File: config.mk
export PLATFORM = sky130hd
export DESIGN_NAME = vram_arbiter
export DESIGN_NICKNAME = d
export VERILOG_FILES = /design/src/rtl/vram_arbiter.sv
export SDC_FILE = /design/constraint.sdc
export NUM_CORES = 1
export LEC_CHECK = 0
export ABC_CLOCK_PERIOD_IN_PS = 7100
export BUFFER_PORTS_ARGS = -buffer_cell sky130_fd_sc_hd__buf_4
export CAP_MARGIN = 20
export CORE_UTILIZATION = 40
export CTS_CLUSTER_SIZE = 14
export DETAILED_ROUTE_END_ITERATION = 6
export PLACE_DENSITY = 0.63
export RECOVER_POWER = 100
export SYNTH_ARGS = -nofsm -noshare
export SYNTH_HDL_FRONTEND = slang
export SYNTH_SLANG_ARGS = --single-unit
export TNS_END_PERCENT = 20
File: constraint.sdc
create_clock -name clk_pix -period 7.1 [get_ports clk_pix]
set_input_delay 1.42 -clock clk_pix [delete_from_list [all_inputs] [get_ports clk_pix]]
set_output_delay 1.42 -clock clk_pix [all_outputs]
set_load 0.01 [all_outputs]
File: src/rtl/vram_arbiter.sv
// Single-port VRAM arbiter: the renderer owns the port, game-logic requesters get round-robin
// single accesses in blanking. Define VRAM_ARB_VBLANK_ONLY_EN to restrict logic to vertical blanking.
module vram_arbiter #(
  parameter int NREQ  = 3,
  parameter int ADDRW = 12,
  parameter int DATAW = 8
) (
  input  logic                    clk_pix,
  input  logic                    rst_n,
  input  logic                    de,
  input  logic                    line,
  input  logic                    frame,
  input  logic                    rd_req,
  input  logic [ADDRW-1:0]        rd_addr,
  output logic                    rd_valid,
  output logic [DATAW-1:0]        rd_data,
  input  logic [NREQ-1:0]         req,
  input  logic [NREQ-1:0]         req_we,
  input  logic [NREQ*ADDRW-1:0]   req_addr,
  input  logic [NREQ*DATAW-1:0]   req_wdata,
  output logic [NREQ-1:0]         gnt,
  output logic [NREQ-1:0]         done,
  output logic [DATAW-1:0]        req_rdata,
  output logic                    mem_en,
  output logic                    mem_we,
  output logic [ADDRW-1:0]        mem_addr,
  output logic [DATAW-1:0]        mem_wdata,
  input  logic [DATAW-1:0]        mem_rdata,
  output logic [15:0]             stall_last
);

  localparam int IW = (NREQ > 1) ? $clog2(NREQ) : 1;

  typedef enum logic [1:0] {IDLE, ISSUE, RESP} state_t;

  state_t          state, state_nxt;
  logic [IW-1:0]   rr_ptr, cur_idx, pick_idx;
  logic            pick_ok, open, start, grant_now, stall_inc, rd_pend;
  logic [15:0]     stall_cnt;
  logic [NREQ-1:0] gnt_d, done_d;
  logic            mem_en_d, mem_we_d;
  logic [ADDRW-1:0] mem_addr_d;
  logic [DATAW-1:0] mem_wdata_d;

`ifdef VRAM_ARB_VBLANK_ONLY_EN
  logic vblank, vblank_eff;

  // frame wins over line so the first cycle of a frame already counts as vertical blanking
  always_comb begin
    vblank_eff = vblank;
    if (line)  vblank_eff = 1'b0;
    if (frame) vblank_eff = 1'b1;
  end

  always_ff @(posedge clk_pix) begin
    if (!rst_n) vblank <= 1'b0;
    else        vblank <= vblank_eff;
  end

  assign open = !de && vblank_eff;
`else
  logic unused_line;
  assign unused_line = line;
  assign open        = !de;
`endif

  assign start = open && !rd_req;

  // First set request bit at or after rr_ptr, searching modulo NREQ
  always_comb begin
    int j;
    // NOTE: every always_comb output gets a default up front so no path can infer a latch.
    pick_ok  = 1'b0;
    pick_idx = '0;
    j        = 0;
    for (int k = 0; k < NREQ; k++) begin
      j = (int'(rr_ptr) + k) % NREQ;
      if (!pick_ok && req[j]) begin
        pick_ok  = 1'b1;
        pick_idx = IW'(j);
      end
    end
  end

  assign grant_now = (state == IDLE) && start && pick_ok;
  assign stall_inc = (state == IDLE) && (|req) && !grant_now;

  // State register
  always_ff @(posedge clk_pix) begin
    // NOTE: sequential state uses non-blocking assignments so every flop samples pre-edge values.
    if (!rst_n) begin
      state   <= IDLE;
      rr_ptr  <= '0;
      cur_idx <= '0;
    end else begin
      state <= state_nxt;
      if (grant_now) cur_idx <= pick_idx;
      if (state == ISSUE) rr_ptr <= (int'(cur_idx) == NREQ-1) ? '0 : cur_idx + 1'b1;
    end
  end

  // Next-state logic
  always_comb begin
    state_nxt = state;
    unique case (state)
      IDLE:    if (start && pick_ok) state_nxt = ISSUE;
      ISSUE:   state_nxt = RESP;
      RESP:    state_nxt = IDLE;
      default: state_nxt = IDLE;
    endcase
  end

  // Output logic: next values for the registered outputs
  always_comb begin
    gnt_d       = '0;
    done_d      = '0;
    mem_en_d    = 1'b0;
    mem_we_d    = 1'b0;
    mem_addr_d  = mem_addr;
    mem_wdata_d = mem_wdata;
    if (grant_now) begin
      gnt_d[pick_idx] = 1'b1;
      mem_en_d        = 1'b1;
      mem_we_d        = req_we[pick_idx];
      mem_addr_d      = req_addr[int'(pick_idx)*ADDRW +: ADDRW];
      mem_wdata_d     = req_wdata[int'(pick_idx)*DATAW +: DATAW];
    end else if (rd_req) begin
      mem_en_d   = 1'b1;
      mem_addr_d = rd_addr;
    end
    if (state == ISSUE) done_d[cur_idx] = 1'b1;
  end

  always_ff @(posedge clk_pix) begin
    if (!rst_n) begin
      gnt       <= '0;
      done      <= '0;
      mem_en    <= 1'b0;
      mem_we    <= 1'b0;
      mem_addr  <= '0;
      mem_wdata <= '0;
      rd_pend   <= 1'b0;
      rd_valid  <= 1'b0;
    end else begin
      gnt       <= gnt_d;
      done      <= done_d;
      mem_en    <= mem_en_d;
      mem_we    <= mem_we_d;
      mem_addr  <= mem_addr_d;
      mem_wdata <= mem_wdata_d;
      rd_pend   <= rd_req;
      rd_valid  <= rd_pend;
    end
  end

  // RAM output is already a register; gating it with the registered valids gives clean zeros
  assign rd_data   = rd_valid ? mem_rdata : '0;
  assign req_rdata = (|done)  ? mem_rdata : '0;

  always_ff @(posedge clk_pix) begin
    if (!rst_n) begin
      stall_cnt  <= '0;
      stall_last <= '0;
    end else if (frame) begin
      stall_last <= stall_cnt;
      stall_cnt  <= stall_inc ? 16'd1 : 16'd0;
    end else if (stall_inc && stall_cnt != 16'hFFFF) begin
      stall_cnt <= stall_cnt + 16'd1;
    end
  end

endmodule

Yosys cells after proc, flatten, opt, wreduce, memory -nomap -nowiden --
Cells that the tools add are included.
Word-level totals: register bits after elaboration 68, output and inout port bits 61, logic and storage cells 90
Cells by class: add/subtract/negate cells 4, multipliers 1, divide/modulo/power cells 3, order comparisons 7, eq/ne operators 4, shift-type cells 2, mux-type cells 33, reduce and logical (&&, ||, !) cells 23
Operators with widths (count):
- $lt 32x4->1 const B | 3
- $mod 32x3->32 const B | 2
- $shiftx 36x7->12 | 1
- $mod 3x3->32 const B | 1
- $mux 16 | 2
- $mux 12 | 2
- $shiftx 24x6->8 | 1
- $add 16x1->16 const B | 1
- $mux 8 | 2
- $ne 16x16->1 const B | 1
- $mux 1 | 15
- $logic_and 1x1->1 | 11
- $mux 2 | 5
- $bmux 1 s2 | 4
- $lt 2x3->1 const B | 2
- $reduce_or 3->1 | 2
- $logic_not 1->1 | 5
- $demux 1 s2 | 2
- $ge 2x1->1 const B | 2
- $mul 2x2->4 const B | 1
- $pmux 2 s2 | 1
- $reduce_and 2->1 | 2
- $reduce_bool 2->1 | 2
- $add 2x1->3 const B | 1
- other kinds (6) | 6

Longest topological paths before layout --
Gate-level depths: netlist of run 1.
depth in word-level cells 17, mapped depth 10, depth with buffers taken out 7

Worst setup path before layout of run 1 --
No wires, ideal clock.
path type input -> output, start in mem_rdata[0], end out req_rdata[0], arrival time 1.617 ns, required time 5.680 ns, slack 4.063 ns, stages 1, path buffers 0, path through nor2b_1
On the way: cells in the longest elaborated chain, start to end 1
Ends and longest elaborated chain:
- start, declared | RTL line 28 | input logic [DATAW-1:0] mem_rdata,
- $mux 8 | RTL line 158 | assign req_rdata = (|done) ? mem_rdata : '0;
- end, declared | RTL line 23 | output logic [DATAW-1:0] req_rdata,
Every way passes these cells.

Worst setup path after layout of run 1 --
start reg rr_ptr[1], end reg mem_addr[7]
On the way: cells in the longest elaborated chain, start to end 14
Ends and longest elaborated chain:
- start, declared | RTL line 37 | logic [IW-1:0] rr_ptr, cur_idx, pick_idx;
- start signal, assigned | RTL line 98 | if (state == ISSUE) rr_ptr <= (int'(cur_idx) == NREQ-1) ? '0 : cur_idx + 1'b1;
- branches (longest 14 deep; another with $mod 32x3->32)
- end signal, assigned | RTL line 149 | mem_addr <= mem_addr_d;
- end, declared | RTL line 26 | output logic [ADDRW-1:0] mem_addr,
Several ways; the timed one is not identified. The select of a mux whose other input is x is not followed. A chain may end at the register's enable or synchronous reset.

==> results of run 1 <==
==> state kept, by name, summed over array words and instances, names as in the netlist <==
| register | count |
|---|---|
| gnt | 3 |
| mem_we | 1 |
| state | 2 |
| mem_en | 1 |
| mem_wdata | 8 |
| mem_addr | 12 |
| rd_pend | 1 |
| rr_ptr | 2 |
| done | 3 |
| stall_last | 16 |
| rd_valid | 1 |
| cur_idx | 2 |
| stall_cnt | 16 |
==> cell usage in the layout (no fill, tap or decap), drive strengths merged, types with 2 or more instances in the layout <==
cell,count
nor2b,30
o31a,2
a21oi,13
a221o,20
nor3b,5
a211oi,2
or3,6
ha,5
and3b,2
and2,35
or4,11
nand2b,4
and3,9
nand3,27
clkbuf,73
o21ai,25
a31oi,2
dfxtp,68
nand4,27
inv,8
o22ai,2
buf,94
mux2i,36
nor3,19
nand2,16
o31ai,12
a31o,4
nor2,30
o211ai,21
or2,2
o21ba,2
==> critical path, stage by stage (launching register included) <==
cell and delay (ns):
dfxtp_1 0.34, inv_1 0.09, ha_1 1.34, mux2i_1 0.40, mux2_1 1.00, a31oi_1 1.45
nor3_1 0.12, a221o_1 0.32
==> worst max path at each step <==
stage | endpoint | slack (ns) | cells past startpoint | startpoint
floorplan | req_rdata[0] | 4.06 | 1 | mem_rdata[0]
global placement | mem_addr[6] | 3.10 | 6 | req[1]
detailed placement | mem_addr[11] | 3.06 | 6 | req[1]
CTS | mem_wdata[5] | 3.28 | 7 | rr_ptr[1]
global route | cur_idx[1] | 1.50 | 7 | rr_ptr[1]
finish | mem_addr[7] | 1.93 | 7 | rr_ptr[1]
==> final cells by class <==
type                    instances  area [um^2]  share of cell area (%)
flip-flops and latches         68         1361                   26.14
repair buffers                155        945.9                   18.16
clock buffers                  12        145.1                   2.786
multi-input cells             379         2547                   48.91
well taps                     133        166.4                   3.195
inverters                       8        30.03                  0.5765
clock inverters                 2        12.51                  0.2402
==> report_power, final <==
group | internal [W] | switching, W
Combinational | 0.0000897 | 0.000109
Clock | 0.000132 | 0.000139
Sequential | 0.000397 | 0.00000998
Total | 0.000618 | 0.000258
==> metrics by stage <==
stage          std cells  hold WS [ns]  total power (W)  cell area [um^2]
2_1_floorplan        497        0.4119        0.0005330              4158
3_3_place_gp         741        0.4168        0.0006189              5284
3_5_place_dp         742        0.4302        0.0006236              5295
4_1_cts              756        0.4446        0.0008932              5453
5_1_grt              757        0.4643        0.0009188              5209
6_report             757        0.4396        0.0008764              5209
==> routing by layer <==
layer  wire (um)  GRT usage, %  share of wire, %  up-vias
met4         189         7.959               1.5        0
met3         913         5.890               7.1       14
met1        5664         29.50                44     2053
met5           0             0                 0        -
met2        6159         39.19                48      170
li1            -             -                 -     2097
==> logic make-up after synthesis <==
logic type	after synthesis	share of synthesized area [%]
compound gates	111	19.83
mux	37	9.540
buf+inv	50	5.567
fa+ha+maj	5	1.505
simple gates	226	30.82
flops	68	32.74
==> impl_metrics.json, run 1 <==
{
  "htree_levels": 3,
  "synth_top_area_share_pct": 32.74,
  "vias_per_cell": 5.725,
  "synth_common_cells": "dfxtp_1, and2_1, mux2i_1, nor2_1, nor2b_1",
  "ant_nets": 0,
  "hold_viol": 0,
  "rsz0062_at_grt": "no",
  "synth_ff_type": "dfxtp_1",
  "antenna_found_initial": 0,
  "start_util_pct": 41.96,
  "dieArea_um2": 10810,
  "fin_worst_skew_ns": 0.009073,
  "ioPinCount": 153,
  "crit_type": "reg2reg",
  "relSlewSlack_pct": -18.20,
  "status": "complete, but fails checks",
  "worst_slack_ns": 1.928,
  "cts_buffers": 9,
  "grt_pass1_wl_mm": 20.58,
  "cp.required_ns": 7.34,
  "min_from": "rd_pend",
  "grt_max_degree": 54,
  "drtIter0Drc": 162,
  "num_vias": 4334,
  "r2r_start": "rr_ptr[1]",
  "holdPathStages": 1,
  "holdPathEnd": "rd_valid",
  "ys_seq_area_share_pct": 32.74,
  "post-route-period-util_pct": 72.85,
  "end_kind": "flip-flop",
  "postSynthCellCount": 497,
  "synth_edf_count": 0,
  "synth.distinct_cells": 50,
  "reg2reg_slack_ns": 1.93,
  "core_um2": 9910,
  "fp.dieH_um": 104.0,
  "async_reset_ff_share_pct": 0,
  "max_freq_ghz": 0.1933,
  "firstDrtPassIters": 5,
  "synthTopCellsByArea": "dfxtp_1, mux2i_1, and2_1",
  "synth.most_common_cell": "dfxtp_1",
  "yosysWarningCount": 0,
  "place_ws_ns": 3.063,
  "min_path_type": "reg2reg",
  "start_kind": "flip-flop",
  "clk_latency_ns": 0.35,
  "vdd_ir_drop_max_mv": 0.06403,
  "clockBufferDepth": 2,
  "drive_above_1_share_pct": 19.23,
  "p_per_area_nw_per_um2": 168.3,
  "detail_route.wl_per_cell_um": 17.08,
  "path_clk_slew_ns": 0.07,
  "dp_hpwl_mm": 9.016,
  "ys_seq_elements": 68,
  "grt_usage_pct": 23.52,
  "cp.arrival_ns": 5.41,
  "fin_setup_tns_ns": 0,
  "cts_setup_buffers": 0,
  "violations": "max-capacitance violations, max-slew violations",
  "path_max_fanout": 53,
  "portBuffers": 151,
  "row_count": 36,
  "final_max_slew_viol_count": 104,
  "cts_tree": "built",
  "grt_overflow_total": 0,
  "setup_viol": 0,
  "syn_nets": 594,
  "cts_root_buf": "clkbuf_8",
  "nets": 718,
  "remaining_drc_errors": 0,
  "min_period_ns": 5.172,
  "cts_hold_buf": 0,
  "wl_mm": 12.93,
  "gp_congestion": 0.7615,
  "reg2reg_depth": 7,
  "avgSynthCellArea_um2": 8.366,
  "area_growth_syn_to_layout_pct": 25.28,
  "worst_pin_slew_ns": 1.773,
  "synth_area_leader_cell": "dfxtp_1",
  "grt_pass1_vias": 4062,
  "cts.sinks": 68,
  "drv_cap": 3,
  "fillers": 1012,
  "r2r-end": "mem_addr[7]",
  "cts_resized": 0,
  "power.leakage_nw": 2.063,
  "die_x_um": 104.0,
  "syn_area_um2": 4158,
  "utilization_pct": 52.56,
  "diodes": 0
}
No activity file was read; power rests on OpenSTA's default activity.
==> run 2, diff against run 1 <==
--- a/config.mk
+++ b/config.mk
@@ -5,7 +5,7 @@
 export SDC_FILE = /design/constraint.sdc
 export NUM_CORES = 1
 export LEC_CHECK = 0
-export ABC_CLOCK_PERIOD_IN_PS = 7100
+export ABC_CLOCK_PERIOD_IN_PS = 5000
 export BUFFER_PORTS_ARGS = -buffer_cell sky130_fd_sc_hd__buf_4
 export CAP_MARGIN = 20
 export CORE_UTILIZATION = 40
==> constraint.sdc (replaced) <==
create_clock -name clk_pix -period 5 [get_ports clk_pix]
set_input_delay 1 -clock clk_pix [delete_from_list [all_inputs] [get_ports clk_pix]]
set_output_delay 1 -clock clk_pix [all_outputs]
set_load 0.01 [all_outputs]
==> impl_metrics.json, run 2 (same netlist as run 1, synthesis figures left out) <==
{
  "hold_viol": 0,
  "path_max_fanout": 53,
  "nets": 719,
  "relSlewSlack_pct": -11.45,
  "worst_pin_slew_ns": 1.672,
  "drive_above_1_share_pct": 19.62,
  "layout_common_cells": "buf_4, dfxtp_1, clkbuf_1",
  "end_kind": "flip-flop",
  "grt_pass1_vias": 4138,
  "drv_cap": 2,
  "cts_resized": 0,
  "cts.sinks": 68,
  "pwr-share-seq_pct": 44.6,
  "violations": "max-capacitance violations, max-slew violations",
  "rsz0062_at_grt": "no",
  "post-route-period-util_pct": 79.50,
  "grt_usage_pct": 22.89,
  "cts_setup_buffers": 0,
  "pwr-share-comb_pct": 21.8,
  "final_max_slew_viol_count": 50,
  "grt_max_degree": 54,
  "dp_hpwl_mm": 8.734,
  "min_period_ns": 3.975,
  "post-route-cell-area_um2": 5238,
  "max_freq_ghz": 0.2516,
  "remaining_drc_errors": 0,
  "cp_cell_sequence": "inv_1, ha_2, mux2i_1, mux2_2, buf_4, a31oi_1, nor3_1, a221o_1",
  "fp.dieH_um": 104.0,
  "fin_worst_skew_ns": 0.01119,
  "p_sw_w": 0.0003742,
  "p_sw_share_pct": 28.96,
  "detail_route.wl_per_cell_um": 16.77,
  "core_um2": 9910,
  "utilization_pct": 52.85,
  "vdd_ir_drop_max_mv": 0.1268,
  "cts_buffers": 9,
  "start_kind": "flip-flop",
  "min_path_type": "reg2reg",
  "largestRegisters": "stall_cnt (16), stall_last (16), mem_addr (12)",
  "htree_levels": 3,
  "status": "complete, but fails checks",
  "antenna_found_initial": 0,
  "crit_slowest_cell": "a31oi_1",
  "max_stage_delay_ns": 1.28,
  "cts_hold_buf": 0,
  "power.leakage_nw": 2.075,
  "ant_nets": 0,
  "ioPinCount": 153,
  "cp.required_ns": 5.23,
  "die_x_um": 104.0,
  "path_clk_slew_ns": 0.08,
  "crit_type": "reg2reg",
  "num_vias": 4319,
  "cts_tree": "built",
  "setup_viol": 0,
  "finalPower_w": 0.001292,
  "diodes": 0,
  "grt_overflow_total": 0,
  "row_count": 36,
  "cp.arrival_ns": 4.20,
  "area_growth_syn_to_layout_pct": 25.97,
  "drtIter0Drc": 242,
  "dieArea_um2": 10810,
  "p_int_w": 0.0009178,
  "portBuffers": 151,
  "final_common_cell": "buf_4",
  "place_area_um2": 5291,
  "vias_per_cell": 5.683,
  "gp_congestion": 0.7802,
  "wl_mm": 12.74,
  "fin_setup_tns_ns": 0,
  "clk_latency_ns": 0.33,
  "grt_pass1_wl_mm": 20.29,
  "start_util_pct": 41.96,
  "firstDrtPassIters": 5,
  "clockBufferDepth": 2,
  "p_per_area_nw_per_um2": 246.7,
  "cts_root_buf": "clkbuf_8",
  "clockPowerShare_pct": 33.6
}
==> run 2: cell count changes in the layout (fill, tap and decap cells not counted), moves of 2 or more <==
| cell | previous run | this run |
|---|---|---|
| and2_0 | 4 | 2 |
| clkbuf_1 | 63 | 65 |
| clkinv_2 | 1 | 3 |
| and2_1 | 31 | 33 |
==> run 2: path summary, 6_finish.rpt <==
kind	from	end	slack [ns]	cells past startpoint
worst max-delay path	rr_ptr[1]	mem_addr[6]	1.02	8
worst min-delay path	rd_pend	rd_valid	0.43	1
worst max register to register	rr_ptr[1]	mem_addr[6]	1.02	8
worst min register to register	rd_pend	rd_valid	0.43	1
==> run 2: area by class of cell <==
cell class,count,area [um^2]
fill,1019,4672
sequential,68,1361
tap,133,166.4
clock buffer,11,131.4
multi-input combinational,379,2550
timing repair buffer,156,945.9
clock inverter,5,52.55
inverter,8,30.03
==> run 2: per-layer routing <==
layer | part of all wire (%) | vias up | global-route usage [%]
met4 | 1.3 | 0 | 7.653
met3 | 8.8 | 12 | 5.827
met1 | 45 | 2014 | 28.70
met5 | 0 | - | 0
li1 | - | 2106 | -
met2 | 45 | 187 | 38.10
==> run 2: power groups by stage <==
| stage | sequential (W) | combinational (W) | clock (W) |
|---|---|---|---|
| after floorplan | 0.000594 | 0.000163 | 0 |
| final | 0.000577 | 0.000281 | 0.000434 |
| after detailed placement | 0.000589 | 0.000297 | 0 |
| after CTS | 0.000577 | 0.000298 | 0.000445 |
| after global placement | 0.000589 | 0.000292 | 0 |
| after global routing | 0.000579 | 0.000307 | 0.000469 |
==> run 2: critical path: cells and delay by family (launching register included) <==
kind / cells / cell delay [ns]
mux: 2 / 0.63
flops: 1 / 0.34
compound gates: 2 / 1.60
simple gates: 1 / 0.13
fa+ha+maj: 1 / 0.77
buf+inv: 2 / 0.37
==> run 2: metrics by stage <==
step / instances / hold slack (ns) / setup slack, ns
after floorplan: 497 / 0.4119 / 2.476
after global placement: 742 / 0.4191 / 1.440
after detailed placement: 742 / 0.4177 / 1.398
after CTS: 758 / 0.4347 / 1.370
after global routing: 760 / 0.4576 / 0.7384
final: 760 / 0.4341 / 1.025
==> run 3, diff against run 2 <==
--- a/config.mk
+++ b/config.mk
@@ -5,7 +5,8 @@
 export SDC_FILE = /design/constraint.sdc
 export NUM_CORES = 1
 export LEC_CHECK = 0
-export ABC_CLOCK_PERIOD_IN_PS = 5000
+export ABC_AREA = 1
+export ABC_CLOCK_PERIOD_IN_PS = 4100
 export BUFFER_PORTS_ARGS = -buffer_cell sky130_fd_sc_hd__buf_4
 export CAP_MARGIN = 20
 export CORE_UTILIZATION = 40
==> constraint.sdc (replaced) <==
create_clock -name clk_pix -period 4.1 [get_ports clk_pix]
set_input_delay 0.82 -clock clk_pix [delete_from_list [all_inputs] [get_ports clk_pix]]
set_output_delay 0.82 -clock clk_pix [all_outputs]
set_load 0.01 [all_outputs]
==> impl_metrics.json, run 3 <==
{
  "status": "complete, no violations",
  "fin_cells": 904,
  "area_growth_syn_to_layout_pct": 28.71,
  "nets": 863,
  "die_x_um": 102.0,
  "end_kind": "flip-flop",
  "remaining_drc_errors": 0,
  "clk_latency_ns": 0.34,
  "ys_seq_area_share_pct": 34.02,
  "path_clk_slew_ns": 0.08,
  "cts_buffers": 9,
  "max_freq_ghz": 0.3099,
  "synthTopCellsByArea": "dfxtp_1, nand2_1, inv_1",
  "portBuffers": 151,
  "drive_above_1_share_pct": 17.25,
  "multi_input_area_um2": 2079,
  "synth_area_leader_cell": "dfxtp_1",
  "core_um2": 9729,
  "yosysWarningCount": 0,
  "htree_levels": 3,
  "final_common_cell": "nand2_1",
  "gp_congestion": 0.8706,
  "firstDrtPassIters": 4,
  "drv_cap": 0,
  "rsz0062_at_grt": "no",
  "vdd_ir_drop_max_mv": 0.1708,
  "syn_area_um2": 4001,
  "cp.arrival_ns": 3.50,
  "largestRegisters": "stall_cnt (16), stall_last (16), mem_addr (12)",
  "min_path_type": "reg2reg",
  "post-route-period-util_pct": 78.71,
  "detail_route.wl_per_cell_um": 13.32,
  "antenna_found_initial": 0,
  "synth_top_area_share_pct": 34.02,
  "cts_resized": 0,
  "synth.most_common_cell": "nand2_1",
  "layout_common_cells": "nand2_1, inv_1, buf_4",
  "drtIter0Drc": 194,
  "avgSynthCellArea_um2": 6.351,
  "min_period_ns": 3.227,
  "ioPinCount": 153,
  "cts_hold_buf": 0,
  "cp_top_family": "simple AND/OR/NAND/NOR gates",
  "path_max_fanout": 23,
  "worst_pin_slew_ns": 1.274,
  "reg2reg_slack_ns": 0.87,
  "synth_ff_type": "dfxtp_1",
  "hold_ws_ns": 0.4159,
  "critPathBufInv": 3,
  "fin_worst_skew_ns": 0.006846,
  "clockBufferDepth": 2,
  "ant_nets": 0,
  "cp_cell_sequence": "inv_1, ha_1, inv_1, nand3_1, nand2_1, nand2_1, nor2_1, nand2_1, nand2_1, inv_2, nand2_1, nand3_1, o21ai_0",
  "grt_pass1_wl_mm": 18.91,
  "start_util_pct": 41.13,
  "ys_seq_elements": 68,
  "synth_edf_count": 0,
  "cts.sinks": 68,
  "power.leakage_nw": 2.459,
  "p_per_area_nw_per_um2": 342.9,
  "async_reset_ff_share_pct": 0,
  "grt_overflow_total": 0,
  "final_max_slew_viol_count": 0,
  "start_kind": "flip-flop",
  "setup_viol": 0,
  "fp.dieH_um": 102.0,
  "wl_mm": 12.04,
  "syn_nets": 727,
  "dieArea_um2": 10410,
  "dp_hpwl_mm": 8.610,
  "grt_max_degree": 39,
  "fillers": 1055,
  "diodes": 0,
  "cts_setup_buffers": 0,
  "num_vias": 4419,
  "synth.distinct_cells": 32,
  "fin_setup_tns_ns": 0,
  "seqCellArea_um2": 1361,
  "cp.required_ns": 4.38,
  "path_common_cell": "nand2_1",
  "cts_root_buf": "clkbuf_8",
  "grt_pass1_vias": 4041,
  "crit_type": "reg2reg",
  "crit_slowest_cell": "nand2_1",
  "synth_common_cells": "nand2_1, inv_1, dfxtp_1, nand3_1, a21oi_1",
  "postSynthCellCount": 630,
  "row_count": 36,
  "max_stage_delay_ns": 0.79,
  "vias_per_cell": 4.888,
  "relSlewSlack_pct": 15.07,
  "grt_usage_pct": 23.19,
  "placed_cells": 888,
  "hold_viol": 0,
  "cts_tree": "built"
}
run 3: changes by cell type after synthesis, sizes merged, moves of 20 or more:
cell / previous run / this run
a21oi: 13 / 48
a221o: 20 / 0
and2: 35 / 0
inv: 8 / 108
mux2i: 36 / 0
nand2: 16 / 177
nand3: 27 / 55
nand4: 27 / 2
nor2b: 30 / 0
o211ai: 21 / 0
o21ai: 25 / 46
run 3: kinds of logic after synthesis:
family	Yosys count	synth area share [%]
XOR/XNOR	9	1.970
buffers and inverters	137	13.57
flip-flops	68	34.02
adder cells (fa/ha/maj)	5	1.563
AND/OR/NAND/NOR	312	36.09
AO/OA/AOI/OAI	99	12.79
run 3: final timing paths:
check            start            to  cells after the start
max          rr_ptr[0]  mem_wdata[7]                     13
min            rd_pend      rd_valid                      2
max reg2reg  rr_ptr[0]  mem_wdata[7]                     13
min reg2reg    rd_pend      rd_valid                      2
run 3: area by class of cell:
| cell class | count | share of cell area, % |
|---|---|---|
| multi-input cells | 425 | 40.38 |
| flip-flops and latches | 68 | 26.43 |
| repair buffers | 152 | 17.57 |
| inverters | 110 | 8.017 |
| well taps | 133 | 3.231 |
| clock buffers | 10 | 2.672 |
| clock inverters | 6 | 1.701 |
run 3: power by group:
| part | leakage (nW) | total [W] | switching, W | internal, W |
|---|---|---|---|---|
| combinational | 1.80 | 0.000420 | 0.000265 | 0.000156 |
| clock | 0.105 | 0.000625 | 0.000267 | 0.000358 |
| sequential | 0.557 | 0.000721 | 0.0000215 | 0.000699 |
| total | 2.46 | 0.00177 | 0.000553 | 0.00121 |
run 3: per-layer routing:
| metal | vias up | GRT usage (%) | share of wire [%] |
|---|---|---|---|
| met1 | 2020 | 28.21 | 44 |
| li1 | 2244 | - | - |
| met3 | 17 | 4.309 | 6.2 |
| met5 | - | 0 | 0 |
| met2 | 138 | 40.68 | 48 |
| met4 | 0 | 8.462 | 1.6 |
run 3: stage by stage:
stage          area (um^2)  util (%)  worst slack (ns)  power (W)
5_1_grt               5150     52.93            0.5941   0.001861
3_3_place_gp          5179     53.23             1.160   0.001181
6_report              5150     52.93            0.8728   0.001766
4_1_cts               5404     55.54             1.232   0.001814
3_5_place_dp          5179     53.23             1.055   0.001191
2_1_floorplan         4001         -             2.123   0.001010
run 3: worst min-delay path: stages (launching register included):
cell,delay (ns)
dfxtp_1,0.31
nand2_1,0.04
inv_1,0.04
